<file path="config.mk">
export PLATFORM = sky130hd
export DESIGN_NAME = gfx_cmd_engine
export DESIGN_NICKNAME = d
export VERILOG_FILES = /design/src/rtl/gfx_pkg.sv /design/src/rtl/gfx_rect_walker.sv /design/src/rtl/gfx_cmd_engine.sv
export SDC_FILE = /design/constraint.sdc
export NUM_CORES = 1
export LEC_CHECK = 0
export CAP_MARGIN = 0
export CORE_MARGIN = 4
export CORE_UTILIZATION = 45
export DETAILED_ROUTE_END_ITERATION = 10
export PLACE_DENSITY = 0.75
export SLEW_MARGIN = 20
export SYNTH_ARGS = -nofsm -noshare
export SYNTH_HDL_FRONTEND = slang
export SYNTH_HIERARCHICAL = 1
export SYNTH_SLANG_ARGS = --single-unit
export TNS_END_PERCENT = 20
</file>
<file path="constraint.sdc">
create_clock -name clk -period 5.7 [get_ports clk]
set_input_delay 1.425 -clock clk [delete_from_list [all_inputs] [get_ports clk]]
set_output_delay 1.425 -clock clk [all_outputs]
set_load 0.03 [all_outputs]
</file>
<file path="src/rtl/gfx_pkg.sv">
// rtl/gfx_pkg.sv - shared constants, op codes and FSM states for the frame-store command engine
package gfx_pkg;
    localparam int STRIDE   = 320;
    localparam int ROWS     = 480;
    localparam int FB_BYTES = STRIDE * ROWS;

    localparam logic [1:0] OP_FILL = 2'd0;
    localparam logic [1:0] OP_CLS  = 2'd1;
    localparam logic [1:0] OP_SWAP = 2'd2;

    typedef enum logic [2:0] {
        ST_IDLE,
        ST_FILL,
        ST_CLS,
        ST_SWAP_WAIT,
        ST_DONE
    } state_t;

    // y*320 as (y<<8)+(y<<6) so no multiplier is needed for the row base
    function automatic logic [19:0] row_base_320(input logic [8:0] y);
        return ({11'd0, y} << 8) + ({11'd0, y} << 6);
    endfunction
endpackage

</file>
<file path="src/rtl/gfx_rect_walker.sv">
// rtl/gfx_rect_walker.sv - row-major byte address generator for a clipped rectangle
module gfx_rect_walker #(
    parameter int STRIDE = 320
) (
    input  logic        clk,
    input  logic        rst,
    input  logic        load,
    input  logic [8:0]  x,
    input  logic [8:0]  y,
    input  logic [9:0]  x_end,
    input  logic [9:0]  y_end,
    output logic        valid,
    output logic        last,
    output logic [19:0] addr
);
    import gfx_pkg::*;

    logic [9:0]  col, row, x_lo, col_hi, row_hi;
    logic [19:0] row_base, row0;
    logic        col_end, row_end;

    assign row0    = (STRIDE == 320) ? row_base_320(y) : 20'(y * STRIDE);
    assign col_end = (col == col_hi);
    assign row_end = (row == row_hi);
    assign last    = valid && col_end && row_end;

    always_ff @(posedge clk) begin
        if (!rst) begin
            valid    <= 1'b0;
            addr     <= '0;
            row_base <= '0;
            col      <= '0;
            row      <= '0;
            x_lo     <= '0;
            col_hi   <= '0;
            row_hi   <= '0;
        end else if (load) begin
            valid    <= 1'b1;
            x_lo     <= {1'b0, x};
            col      <= {1'b0, x};
            row      <= {1'b0, y};
            col_hi   <= x_end - 10'd1;
            row_hi   <= y_end - 10'd1;
            row_base <= row0;
            addr     <= row0 + {11'd0, x};
        end else if (valid) begin
            if (!col_end) begin
                col  <= col + 10'd1;
                addr <= addr + 20'd1;
            end else if (!row_end) begin
                // wrap to the left edge of the next row; addr is kept as a register
                row      <= row + 10'd1;
                col      <= x_lo;
                row_base <= row_base + 20'(STRIDE);
                addr     <= row_base + 20'(STRIDE) + {10'd0, x_lo};
            end else begin
                valid <= 1'b0;
            end
        end
    end
endmodule

</file>
<file path="src/rtl/gfx_cmd_engine.sv">
// rtl/gfx_cmd_engine.sv - command engine driving frame-store writes, clear handshake and buffer swap
module gfx_cmd_engine #(
    parameter int   STRIDE       = 320,
    parameter int   ROWS         = 480,
    parameter logic VSYNC_ACTIVE = 1'b0
) (
    input  logic        clk,
    input  logic        rst,
    input  logic        cmd_valid,
    output logic        cmd_ready,
    input  logic [1:0]  cmd_op,
    input  logic [8:0]  cmd_x,
    input  logic [8:0]  cmd_y,
    input  logic [8:0]  cmd_w,
    input  logic [8:0]  cmd_h,
    input  logic [7:0]  cmd_data,
    output logic        done,
    output logic [19:0] vmem_in_addr,
    output logic [7:0]  vmem_in_data,
    output logic        vmem_we,
    output logic        clsrq,
    input  logic        clsack,
    output logic        bufswap,
    input  logic        vsync
);
    import gfx_pkg::*;

    state_t     state, state_nxt;
    logic       accept, fill_nonempty, wk_load, wk_valid, wk_last;
    logic       vs_active, vs_prev, vs_edge;
    logic [9:0] x_sum, y_sum, x_end, y_end;
    logic [7:0] fill_data;

    assign cmd_ready = (state == ST_IDLE);
    assign accept    = cmd_valid && cmd_ready;

    assign x_sum = {1'b0, cmd_x} + {1'b0, cmd_w};
    assign y_sum = {1'b0, cmd_y} + {1'b0, cmd_h};
    assign x_end = (x_sum > 10'(STRIDE)) ? 10'(STRIDE) : x_sum;
    assign y_end = (y_sum > 10'(ROWS))   ? 10'(ROWS)   : y_sum;
    assign fill_nonempty = (cmd_w != 9'd0) && (cmd_h != 9'd0) &&
                           ({1'b0, cmd_x} < 10'(STRIDE)) && ({1'b0, cmd_y} < 10'(ROWS));
    assign wk_load = accept && (cmd_op == OP_FILL) && fill_nonempty;

    assign vs_active = (vsync == VSYNC_ACTIVE);
    assign vs_edge   = vs_active && !vs_prev;

    gfx_rect_walker #(.STRIDE(STRIDE)) u_walker (
        .clk   (clk),
        .rst   (rst),
        .load  (wk_load),
        .x     (cmd_x),
        .y     (cmd_y),
        .x_end (x_end),
        .y_end (y_end),
        .valid (wk_valid),
        .last  (wk_last),
        .addr  (vmem_in_addr)
    );

    always_ff @(posedge clk) begin
        if (!rst) state <= ST_IDLE;
        else      state <= state_nxt;
    end

    always_comb begin
        state_nxt = state;
        case (state)
            ST_IDLE: begin
                if (accept) begin
                    case (cmd_op)
                        OP_FILL: state_nxt = ST_FILL;
                        OP_CLS:  state_nxt = ST_CLS;
                        OP_SWAP: state_nxt = ST_SWAP_WAIT;
                        default: state_nxt = ST_DONE;
                    endcase
                end
            end
            ST_FILL:      if (!wk_valid || wk_last) state_nxt = ST_DONE;
            ST_CLS:       if (clsack)               state_nxt = ST_DONE;
            ST_SWAP_WAIT: if (vs_edge)              state_nxt = ST_DONE;
            default:      state_nxt = ST_IDLE;
        endcase
    end

    always_ff @(posedge clk) begin
        if (!rst) begin
            vs_prev   <= 1'b0;
            bufswap   <= 1'b0;
            fill_data <= '0;
        end else begin
            vs_prev <= vs_active;
            if (accept && (cmd_op == OP_FILL)) fill_data <= cmd_data;
            if ((state == ST_SWAP_WAIT) && vs_edge) bufswap <= ~bufswap;
        end
    end

    assign done         = (state == ST_DONE);
    assign clsrq        = (state == ST_CLS);
    assign vmem_we      = wk_valid;
    assign vmem_in_data = fill_data;
endmodule

</file>
==> results_dict.tcl, run 1 <==
set metrics [dict create \
    regArea_um2 1942 \
    routed_wl_um 20350 \
    remaining_drc_errors 0 \
    critical_path.max_stage_delay_ps 580 \
    r2r_setup_slack_ps 2600 \
    dieArea_um2 19640 \
    crit_fanout 5 \
    io_pins 84 \
    hold_buffers 0 \
    coreArea_um2 17180 \
    grt_max_degree 91 \
    insertion_delay_ps 340 \
    crit_path_end_kind "flop" \
    async_flop_share_pct 0 \
    critPathKind "in -> reg" \
    maxClockFrequency_mhz 201.6 \
    clk_pin_slew_ps 70 \
    cp_top_family "simple AND/OR/NAND/NOR gates" \
    period_share_pct 87.01 \
    fin_setup_tns_ps 0 \
    drt_iter0_drc 695 \
    synth_seq_cells 97 \
    holdCritPathClass "reg -> reg" \
    skew_ps 8.201 \
    peakVddDrop_mv 0.1229 \
    antenna_found_initial 0 \
    maxSlewHeadroom_pct 43.17 \
    yosys_warnings 6 \
    leakage_uw 0.003573 \
    antenna_left 0 \
    syn_to_final_growth_pct 16.41 \
    holdWs_ps 468.9 \
    synth_largest_area_cell "dfxtp_1" \
    arrival_ps 5200 \
    die_w_um 140.2 \
    synth_flop_cell "dfxtp_1" \
    syn_area_per_cell_um2 7.995 \
    diodes 0 \
    multi_input_area_um2 5599 \
    final_cell_mix "124 x nand2_1, 97 x dfxtp_1, 82 x clkdlybuf4s50_1" \
    portBuffers 83 \
    htree_levels 3 \
    crit_slowest_cell "or4_1" \
    instances_no_fill 1271 \
    syn_inst 983 \
    gp_congestion 0.9027 \
    rows 48 \
    dpl.hpwl_um 15260 \
    start_util_pct 45.75 \
    cts_resized 0 \
    vias 7368 \
    gr-total-overflow 0 \
    cts.sinks 97 \
    power_density_nw_per_um2 242.5 \
    ys_seq_area_share_pct 24.71 \
    fill_cells 1706 \
    path_buf_inv 1 \
    fin_crit_ps 4960 \
    grt_pass1_wl_um 33130 \
    max_cap_violations 0 \
    final_hold_viol_count 0 \
    synth_top_area_share_pct 24.71 \
    cts_tree "built" \
    finalSetupViolCount 0 \
    crit_chain "clkdlybuf4s50_1 > ha_1 > fa_1 > a211o_1 > a2111o_1 > o311ai_2 > nand4b_4 > nor3_4 > nor2_1 > or4_1 > nor3_1 > nand2_1 > xor2_1 > nand2_1 > o211a_1" \
    nNetsFinal 1137 \
    rsz0062_at_grt "no" \
    synth_cell_types 92 \
    cts_buffers 9 \
    grt_pass1_vias 6630 \
    cp-start-kind "input port" \
    layout-drive-gt1-share_pct 6.788 \
    grtUsageTotal_pct 19.92 \
    status "finished, final reports clean" \
    synth-edff-count 0 \
    worstMarginPinSlew_ps 852.4 \
    slew_violations 0 \
    layout_commonest_cell "nand2_1" \
    firstDrtPassIters 5 \
    worstPathRequired_ps 5940 \
    clock-root-buffer "clkbuf_16" \
    syn_area_um2 7859 \
    post-cts-setup-buffer-count 0 \
    netlist_top_cells_area "dfxtp_1 25%, xor2_1 6.6%, ha_1 6.5%, xnor2_1 6.5%, nand2_1 5.9%" \
    final_util_pct 53.26 \
    cpMostUsedCell "nand2_1" \
    die_h_um 140.2 \
    placed_cells 1255 \
    clock_path_buffers 2 \
    via_per_inst 5.797 \
    routedWlPerCell_um 16.01 \
]
[cells in the mapped netlist, types with 11 or more instances]
master,count
nand4_1,18
o211a_1,28
ha_1,41
inv_1,31
clkbuf_1,21
a21oi_1,61
nand2_1,124
and3_1,18
nor2b_1,15
nand2b_1,14
nor3b_1,11
a21boi_0,15
o211ai_1,11
xor2_1,59
o21ai_0,41
nor3_1,24
xnor2_1,58
nor4_1,15
nor2_1,54
nand3_1,39
dfxtp_1,97
buf_2,13
a31oi_1,12
[worst reg2reg max path: stages, from the launching register on]
cell,delay [ps]
dfxtp_1,370
nor3_1,410
and3_1,510
nand4_1,310
a31oi_4,310
buf_4,470
buf_4,370
nand2_1,120
o211a_1,120
[logic make-up after synthesis]
group	after synthesis	synth area share (%)
AND/OR/NAND/NOR	378	25.44
AO/OA/AOI/OAI	253	23.31
XOR/XNOR	117	13.04
flip-flops	97	24.71
buffers and inverters	79	4.283
adder cells (fa/ha/maj)	45	7.547
multiplexers	12	1.576
other	2	0.09556
[stage by stage]
| step | instance area (um^2) | power [uW] | worst slack, ps |
|---|---|---|---|
| global placement | 8840 | 1576 | 474.6 |
| global route | 9149 | 2335 | 480.7 |
| floorplan | 7863 | 1364 | 1160 |
| CTS | 9149 | 2223 | 774.7 |
| finish | 9149 | 2219 | 740.3 |
| detailed placement | 8840 | 1584 | 407.0 |
[state kept, by name, summed over array words and instances, names as in the netlist]
| name | flops |
|---|---|
| u_walker/row_base | 14 |
| u_walker/x_lo | 9 |
| u_walker/valid | 1 |
| state | 3 |
| u_walker/addr | 20 |
| vmem_in_data | 8 |
| u_walker/row_hi | 10 |
| vs_prev | 1 |
| bufswap | 1 |
| u_walker/col | 10 |
| u_walker/row | 10 |
| u_walker/col_hi | 10 |
[layer usage]
layer,vias up,global-route usage [%],wire [um]
met5,-,0,0
met4,0,4.539,209
met3,23,2.663,1222
met2,229,32.11,9254
met1,3412,28.38,9666
li1,3704,-,-
[path summary, 6_finish.rpt]
check	cells after the start	start	to
min reg2reg	2	vmem_in_data[3]	vmem_in_data[3]
min	2	vmem_in_data[3]	vmem_in_data[3]
max reg2reg	8	state[2]	u_walker/row_hi[4]
max	15	cmd_y[0]	u_walker/row_hi[8]
[cell type report]
class	instances	area share [%]
flip-flops and latches	97	21.23
inverters	33	1.354
multi-input cells	808	61.20
clock buffers	9	2.462
well taps	225	3.077
repair buffers	92	9.765
clock inverters	7	0.9163
[where the power goes]
group	switching (uW)	internal [uW]	leakage (uW)	total [uW]
clock network	287	350	0.000149	637
registers	56.8	720	0.000787	777
logic	487	318	0.00264	805
(Power assumes the default switching activity.)
==> run 2: changes to the inputs <==
--- a/config.mk
+++ b/config.mk
@@ -10,6 +10,7 @@
 export CORE_UTILIZATION = 45
 export DETAILED_ROUTE_END_ITERATION = 10
 export PLACE_DENSITY = 0.75
+export SETUP_SLACK_MARGIN = 0.05
 export SLEW_MARGIN = 20
 export SYNTH_ARGS = -nofsm -noshare
 export SYNTH_HDL_FRONTEND = slang
==> results of run 2 <==
Same layout as run 1: the final DEF is identical, and so are final timing and power.
==> run 3: changes to the inputs <==
--- a/config.mk
+++ b/config.mk
@@ -11,6 +11,7 @@
 export DETAILED_ROUTE_END_ITERATION = 10
 export PLACE_DENSITY = 0.75
 export SETUP_SLACK_MARGIN = 0.05
+export SKIP_LAST_GASP = 1
 export SLEW_MARGIN = 20
 export SYNTH_ARGS = -nofsm -noshare
 export SYNTH_HDL_FRONTEND = slang
==> results of run 3 <==
Same layout as run 1: the final DEF is identical, and so are final timing and power.
